[src/rtl/pipe_pkg.sv]
// Shared pipeline constants: NOP control encoding, ALU opcodes, widths.
// Imported by the ID/EXE register and its helpers.
package pipe_pkg;

    localparam int DW = 32;
    localparam int RW = 5;

    localparam logic       NOP_WE      = 1'b0;
    localparam logic       NOP_MEM_REG = 1'b1;
    localparam logic       NOP_MEM_WE  = 1'b0;
    localparam logic [3:0] NOP_ALUOP   = 4'd0;

    localparam logic [3:0] ALU_ADD = 4'd0;
    localparam logic [3:0] ALU_SUB = 4'd1;
    localparam logic [3:0] ALU_AND = 4'd2;
    localparam logic [3:0] ALU_OR  = 4'd3;
    localparam logic [3:0] ALU_XOR = 4'd4;
    localparam logic [3:0] ALU_NOR = 4'd5;
    localparam logic [3:0] ALU_SLT = 4'd6;
    localparam logic [3:0] ALU_SLL = 4'd7;
    localparam logic [3:0] ALU_SRL = 4'd8;
    localparam logic [3:0] ALU_SRA = 4'd9;
    localparam logic [3:0] ALU_LUI = 4'd10;

endpackage

[src/rtl/perf_counter_sat.sv]
// 32-bit saturating event counter with synchronous clear.
// Clear wins over increment; the count sticks at all-ones.
module perf_counter_sat (
    input  logic        clk,
    input  logic        _rst,
    input  logic        clr_i,
    input  logic        inc_i,
    output logic [31:0] count_o
);

    logic [31:0] cnt_q;
    logic [31:0] cnt_d;

    always_comb begin
        cnt_d = cnt_q;
        if (clr_i)
            cnt_d = '0;
        else if (inc_i && (cnt_q != 32'hFFFF_FFFF))
            cnt_d = cnt_q + 32'd1;
    end

    always_ff @(posedge clk or negedge _rst) begin
        if (!_rst)
            cnt_q <= '0;
        else
            cnt_q <= cnt_d;
    end

    assign count_o = cnt_q;

endmodule

[src/rtl/id_exe_stage.sv]
// ID->EXE pipeline register: hold > flush > bubble > load.
// Optional perf counters with `define ID_EXE_PERF_EN.
module id_exe_stage #(
    parameter int DW   = 32,
    parameter int RW   = 5,
    parameter int AOPW = 4
) (
    input  logic            clk,
    input  logic            _rst,
`ifdef ID_EXE_PERF_EN
    input  logic            perf_clr,
    output logic [31:0]     perf_bubbles,
    output logic [31:0]     perf_flushes,
    output logic [31:0]     perf_holds,
`endif
    input  logic            _stall_en,
    input  logic            bubble,
    input  logic            flush,
    input  logic            hold,
    input  logic            id_valid,
    input  logic [DW-1:0]   id_pc,
    input  logic [RW-1:0]   id_rega,
    input  logic [RW-1:0]   id_regb,
    input  logic [DW-1:0]   id_a,
    input  logic [DW-1:0]   id_b,
    input  logic [DW-1:0]   id_imm,
    input  logic [RW-1:0]   id_dreg,
    input  logic            id_we,
    input  logic            id_mem_reg,
    input  logic            id_mem_we,
    input  logic [AOPW-1:0] id_aluop,
    output logic            exe_valid,
    output logic [DW-1:0]   exe_pc,
    output logic [DW-1:0]   exe_a,
    output logic [DW-1:0]   exe_b,
    output logic [DW-1:0]   exe_imm,
    output logic [RW-1:0]   exe_rega,
    output logic [RW-1:0]   exe_regb,
    output logic [RW-1:0]   exe_wb_dreg,
    output logic            exe_wb_we,
    output logic            exe_mem_reg,
    output logic            exe_mem_we,
    output logic [AOPW-1:0] exe_aluop,
    output logic            bubble_seen
);

    import pipe_pkg::*;

    logic            nop_load;
    logic            ctl_live;

    logic            valid_q,   valid_d;
    logic [DW-1:0]   pc_q,      pc_d;
    logic [DW-1:0]   a_q,       a_d;
    logic [DW-1:0]   b_q,       b_d;
    logic [DW-1:0]   imm_q,     imm_d;
    logic [RW-1:0]   rega_q,    rega_d;
    logic [RW-1:0]   regb_q,    regb_d;
    logic [RW-1:0]   dreg_q,    dreg_d;
    logic            we_q,      we_d;
    logic            mem_reg_q, mem_reg_d;
    logic            mem_we_q,  mem_we_d;
    logic [AOPW-1:0] aluop_q,   aluop_d;
    logic            bseen_q,   bseen_d;

    assign nop_load = flush | (bubble & ~_stall_en);
    assign ctl_live = ~nop_load & id_valid;

    always_comb begin
        valid_d   = valid_q;
        pc_d      = pc_q;
        a_d       = a_q;
        b_d       = b_q;
        imm_d     = imm_q;
        rega_d    = rega_q;
        regb_d    = regb_q;
        dreg_d    = dreg_q;
        we_d      = we_q;
        mem_reg_d = mem_reg_q;
        mem_we_d  = mem_we_q;
        aluop_d   = aluop_q;
        bseen_d   = 1'b0;
        if (!hold) begin
            // Datapath always tracks ID; only control is squashed.
            pc_d      = id_pc;
            a_d       = id_a;
            b_d       = id_b;
            imm_d     = id_imm;
            rega_d    = id_rega;
            regb_d    = id_regb;
            valid_d   = ctl_live;
            dreg_d    = ctl_live ? id_dreg    : '0;
            we_d      = ctl_live ? id_we      : NOP_WE;
            mem_reg_d = ctl_live ? id_mem_reg : NOP_MEM_REG;
            mem_we_d  = ctl_live ? id_mem_we  : NOP_MEM_WE;
            aluop_d   = ctl_live ? id_aluop   : AOPW'(NOP_ALUOP);
            bseen_d   = nop_load & bubble & ~flush;
        end
    end

    always_ff @(posedge clk or negedge _rst) begin
        if (!_rst) begin
            valid_q   <= 1'b0;
            pc_q      <= '0;
            a_q       <= '0;
            b_q       <= '0;
            imm_q     <= '0;
            rega_q    <= '0;
            regb_q    <= '0;
            dreg_q    <= '0;
            we_q      <= NOP_WE;
            mem_reg_q <= NOP_MEM_REG;
            mem_we_q  <= NOP_MEM_WE;
            aluop_q   <= AOPW'(NOP_ALUOP);
            bseen_q   <= 1'b0;
        end else begin
            valid_q   <= valid_d;
            pc_q      <= pc_d;
            a_q       <= a_d;
            b_q       <= b_d;
            imm_q     <= imm_d;
            rega_q    <= rega_d;
            regb_q    <= regb_d;
            dreg_q    <= dreg_d;
            we_q      <= we_d;
            mem_reg_q <= mem_reg_d;
            mem_we_q  <= mem_we_d;
            aluop_q   <= aluop_d;
            bseen_q   <= bseen_d;
        end
    end

    assign exe_valid   = valid_q;
    assign exe_pc      = pc_q;
    assign exe_a       = a_q;
    assign exe_b       = b_q;
    assign exe_imm     = imm_q;
    assign exe_rega    = rega_q;
    assign exe_regb    = regb_q;
    assign exe_wb_dreg = dreg_q;
    assign exe_wb_we   = we_q;
    assign exe_mem_reg = mem_reg_q;
    assign exe_mem_we  = mem_we_q;
    assign exe_aluop   = aluop_q;
    assign bubble_seen = bseen_q;

    // A bubble while ID is not stalled means the hazard unit is confused.
    a_bubble_pair: assert property (
        @(posedge clk) disable iff (!_rst) !(bubble && _stall_en)
    );

`ifdef ID_EXE_PERF_EN
    logic inc_bub;
    logic inc_fl;

    assign inc_bub = ~hold & ~flush & bubble & ~_stall_en;
    assign inc_fl  = ~hold & flush;

    perf_counter_sat u_cnt_bub (
        .clk     (clk),
        ._rst    (_rst),
        .clr_i   (perf_clr),
        .inc_i   (inc_bub),
        .count_o (perf_bubbles)
    );

    perf_counter_sat u_cnt_fl (
        .clk     (clk),
        ._rst    (_rst),
        .clr_i   (perf_clr),
        .inc_i   (inc_fl),
        .count_o (perf_flushes)
    );

    perf_counter_sat u_cnt_hold (
        .clk     (clk),
        ._rst    (_rst),
        .clr_i   (perf_clr),
        .inc_i   (hold),
        .count_o (perf_holds)
    );
`endif

endmodule

[config.mk]
export PLATFORM = sky130hd
export DESIGN_NAME = id_exe_stage
export DESIGN_NICKNAME = d
export VERILOG_FILES = /design/src/rtl/pipe_pkg.sv /design/src/rtl/perf_counter_sat.sv /design/src/rtl/id_exe_stage.sv
export SDC_FILE = /design/constraint.sdc
export NUM_CORES = 1
export LEC_CHECK = 0
export ABC_AREA = 0
export CAP_MARGIN = 10
export CELL_PAD_IN_SITES_DETAIL_PLACEMENT = 1
export CELL_PAD_IN_SITES_GLOBAL_PLACEMENT = 1
export CORE_MARGIN = 5
export CORE_UTILIZATION = 30
export CTS_CLUSTER_SIZE = 30
export DETAILED_ROUTE_END_ITERATION = 6
export PLACE_DENSITY = 0.89
export SYNTH_ARGS = -nofsm -noshare
export SYNTH_HDL_FRONTEND = slang
export SYNTH_SLANG_ARGS = --single-unit
[constraint.sdc]
create_clock -name clk -period 0.95 [get_ports clk]
set_input_delay 0.1425 -clock clk [delete_from_list [all_inputs] [get_ports clk]]
set_output_delay 0.1425 -clock clk [all_outputs]
set_load 0.01 [all_outputs]
==> run summary <==
Core Footprint - 0.01883 sq mm
Worst min-delay path class - in -> async
Largest family of logic cells by synthesized area - multiplexers
Starting Density - 30.76%
Initial drt markers - 115
Setup crit end kind - primary output
Seq pwr share - 41.0%
Rel. slew slack - 78.94%
Synth Area per Inst - 16.50 sq um
Pwr Total - 18310 uW
CP required - 0.81 ns
DR vias - 4415
Lkg Pwr - 0.004645 uW
Final net count - 891
Simple-gate share of the synthesized area - 1.987%
Tmin final - 1.191 ns
Critical path class - reg -> out
Clock power share - 38.7%
XOR/XNOR Fraction of Synth Area - 0%
Routability congestion estimate - 0.7355
Failing checks - setup timing
DIE AREA - 0.02219 sq mm
Slowest cell on the critical path - dfstp_2
Global-route wire length before repair - 30300 um
Clock Tree Buf Depth - 2
Power Dens Cells - 1783 mW/mm^2
Count of warnings emitted by yosys - 0
Internal power - 13750 uW
DR WL/cell - 20.07 um
Slew Viols, Final - 0
Post-synthesis sequential area ratio - 65.68%
Syn_nets - 508
Post-synthesis async set-or-reset flop share - 100.0%
Synth Area in Compound Gates - 2.613%
Yosys cell types - 17
Largest net degree at the start of global routing - 53
RSZ-0062 raised after global routing - yes
Routed WL - 20190 um
Cells after Synth - 351
Net Switching - 4565 uW
Sink Count - 152
Num rows - 50
Worst-path cell chain - buf_6
Maxcap violations - 0
CTS Buf Count - 17
Length of the first detailed-routing pass in iterations - 4
Clock Tree Root - clkbuf_16
Die Span Y - 149.0 um
Clk Latency, worst-skew pair - 0.40 ns
Most common cell after layout, fill and taps aside - clkdlybuf4s50_1
Filler cells - 1858
Synth-to-Final Area Change - 77.32%
Port Buf Inserts - 308
Final Hold Viols - 0
Post-synth top flop - dfrtp_1
Fin crit share - 125.3%
Vias in the first global route - 5265
Min Hold Slack - 0.1737 ns
Most frequent cells in the layout - 154 x clkdlybuf4s50_1, 151 x dfrtp_1, 120 x mux2_2
Slew @ Worst Pin - 0.3159 ns
# DRC - 0
Clock-pin slew on the worst setup and hold paths - 0.06 ns
Vias/cell - 4.389
CP arrival - 1.05 ns
Final ANT Viol Nets - 0
CTS tree - done
Worst setup margin - -0.2407 ns
Fmax - 839.9 MHz
Net Sw Frac - 24.93%
Status - finished with violations
CP bufs+invs - 1
Initial antenna violation count - 0
Fin Clk Skew - 0 ns
Logic pwr share - 20.3%
Post-synth EDFFs - 0
Top-Level Pins - 309
Die W - 149.0 um
Antenna cells - 0
Share of cells above drive strength 1 - 54.69%
CP max stage delay - 0.54 ns
CTS H-tree depth - 4
CP max FO - 2
Worst Setup Start Kind - register
Delay-heaviest family, CP - flip-flops
Synth Area in Adders - 0%
VDD IR max - 0.001089 V
Mapped cell area - 0.005793 sq mm
Multiplexer share of the synthesized area - 26.83%
Total Routing Usage GR - 17.70%
Hpwl dp - 15130 um
Seq cells post-synth - 152
Final setup vio count - 164
GR Overflow Total - 0
-- path summary, 6_finish.rpt --
check                      cells past startpoint         from  slack [ns]           end
setup / recovery                               1  exe_mem_reg       -0.24   exe_mem_reg
hold / removal                                 2         _rst        0.17  exe_aluop[1]
setup reg to reg                               3    exe_b[21]       -0.08     exe_b[21]
hold reg to reg                                1    exe_b[19]        0.49     exe_b[19]
max in group asynchronous                      3         _rst        0.24      exe_a[6]
min in group clk                               3         hold        0.25   exe_imm[23]
-- cells in the mapped netlist (all sizes together) (12+ instances only) --
library cell | n | area (sq um)
buf | 19 | 160.2
mux2 | 138 | 1554
o31ai | 12 | 140.1
dfrtp | 151 | 3779
nand2 | 23 | 86.33
-- cell families after synthesis --
family | after synthesis
and+or+nand+nor | 27
AOI/OAI and AO/OA | 13
buffers and inverters | 21
muxes | 138
DFF | 152
-- what timing repair did --
action                                  CTS  global route
endpoints found under the setup margin  152           156
hold buffers                              1             0
endpoints found under the hold margin   152             0
setup buffers                            30            23
gates resized for setup                 693            54
-- power groups by stage --
stage	logic [uW]	registers, uW	clock network, uW
3_5_place_dp	3520	7560	0
6_report	3720	7500	7090
2_1_floorplan	824	7800	0
3_3_place_gp	3400	7490	0
5_1_grt	3960	7580	7650
4_1_cts	3460	7480	7300
-- final cells by class --
cell class | instances | area, sq um | area share, %
Sequential cell | 152 | 3805 | 37.04
Inverter | 1 | 3.754 | 0.03654
Clock buffer | 19 | 452.9 | 4.409
Timing Repair Buffer | 384 | 3615 | 35.19
Multi-Input combinational cell | 178 | 1907 | 18.56
Tap cell | 260 | 325.3 | 3.167
Clock inverter | 12 | 163.9 | 1.596
-- layer usage --
metal  share of wire (%)  track usage [%]  wire length, um  vias to the layer above
met3                 8.6            6.746             1743                       37
li1                    -                -                -                     1999
met1                  34            18.07             6812                     2189
met5                   0                0                0                        -
met4                 2.8            6.270              573                        0
met2                  55            32.86            11060                      190
-- metrics by stage --
stage | instances | TNS (ns) | utilization [%] | setup slack, ns | instance area [sq um]
2_1_floorplan | 351 | -0.09360 | - | -0.001859 | 5797
4_1_cts | 985 | -21.71 | 52.31 | -0.2610 | 9849
3_3_place_gp | 923 | -25.66 | 49.30 | -0.3922 | 9283
6_report | 1006 | -18.62 | 54.55 | -0.2407 | 10270
5_1_grt | 1006 | -25.95 | 54.55 | -0.2998 | 10270
3_5_place_dp | 923 | -31.13 | 49.30 | -0.4065 | 9283
Note: power is estimated with default switching activity, not from simulation.
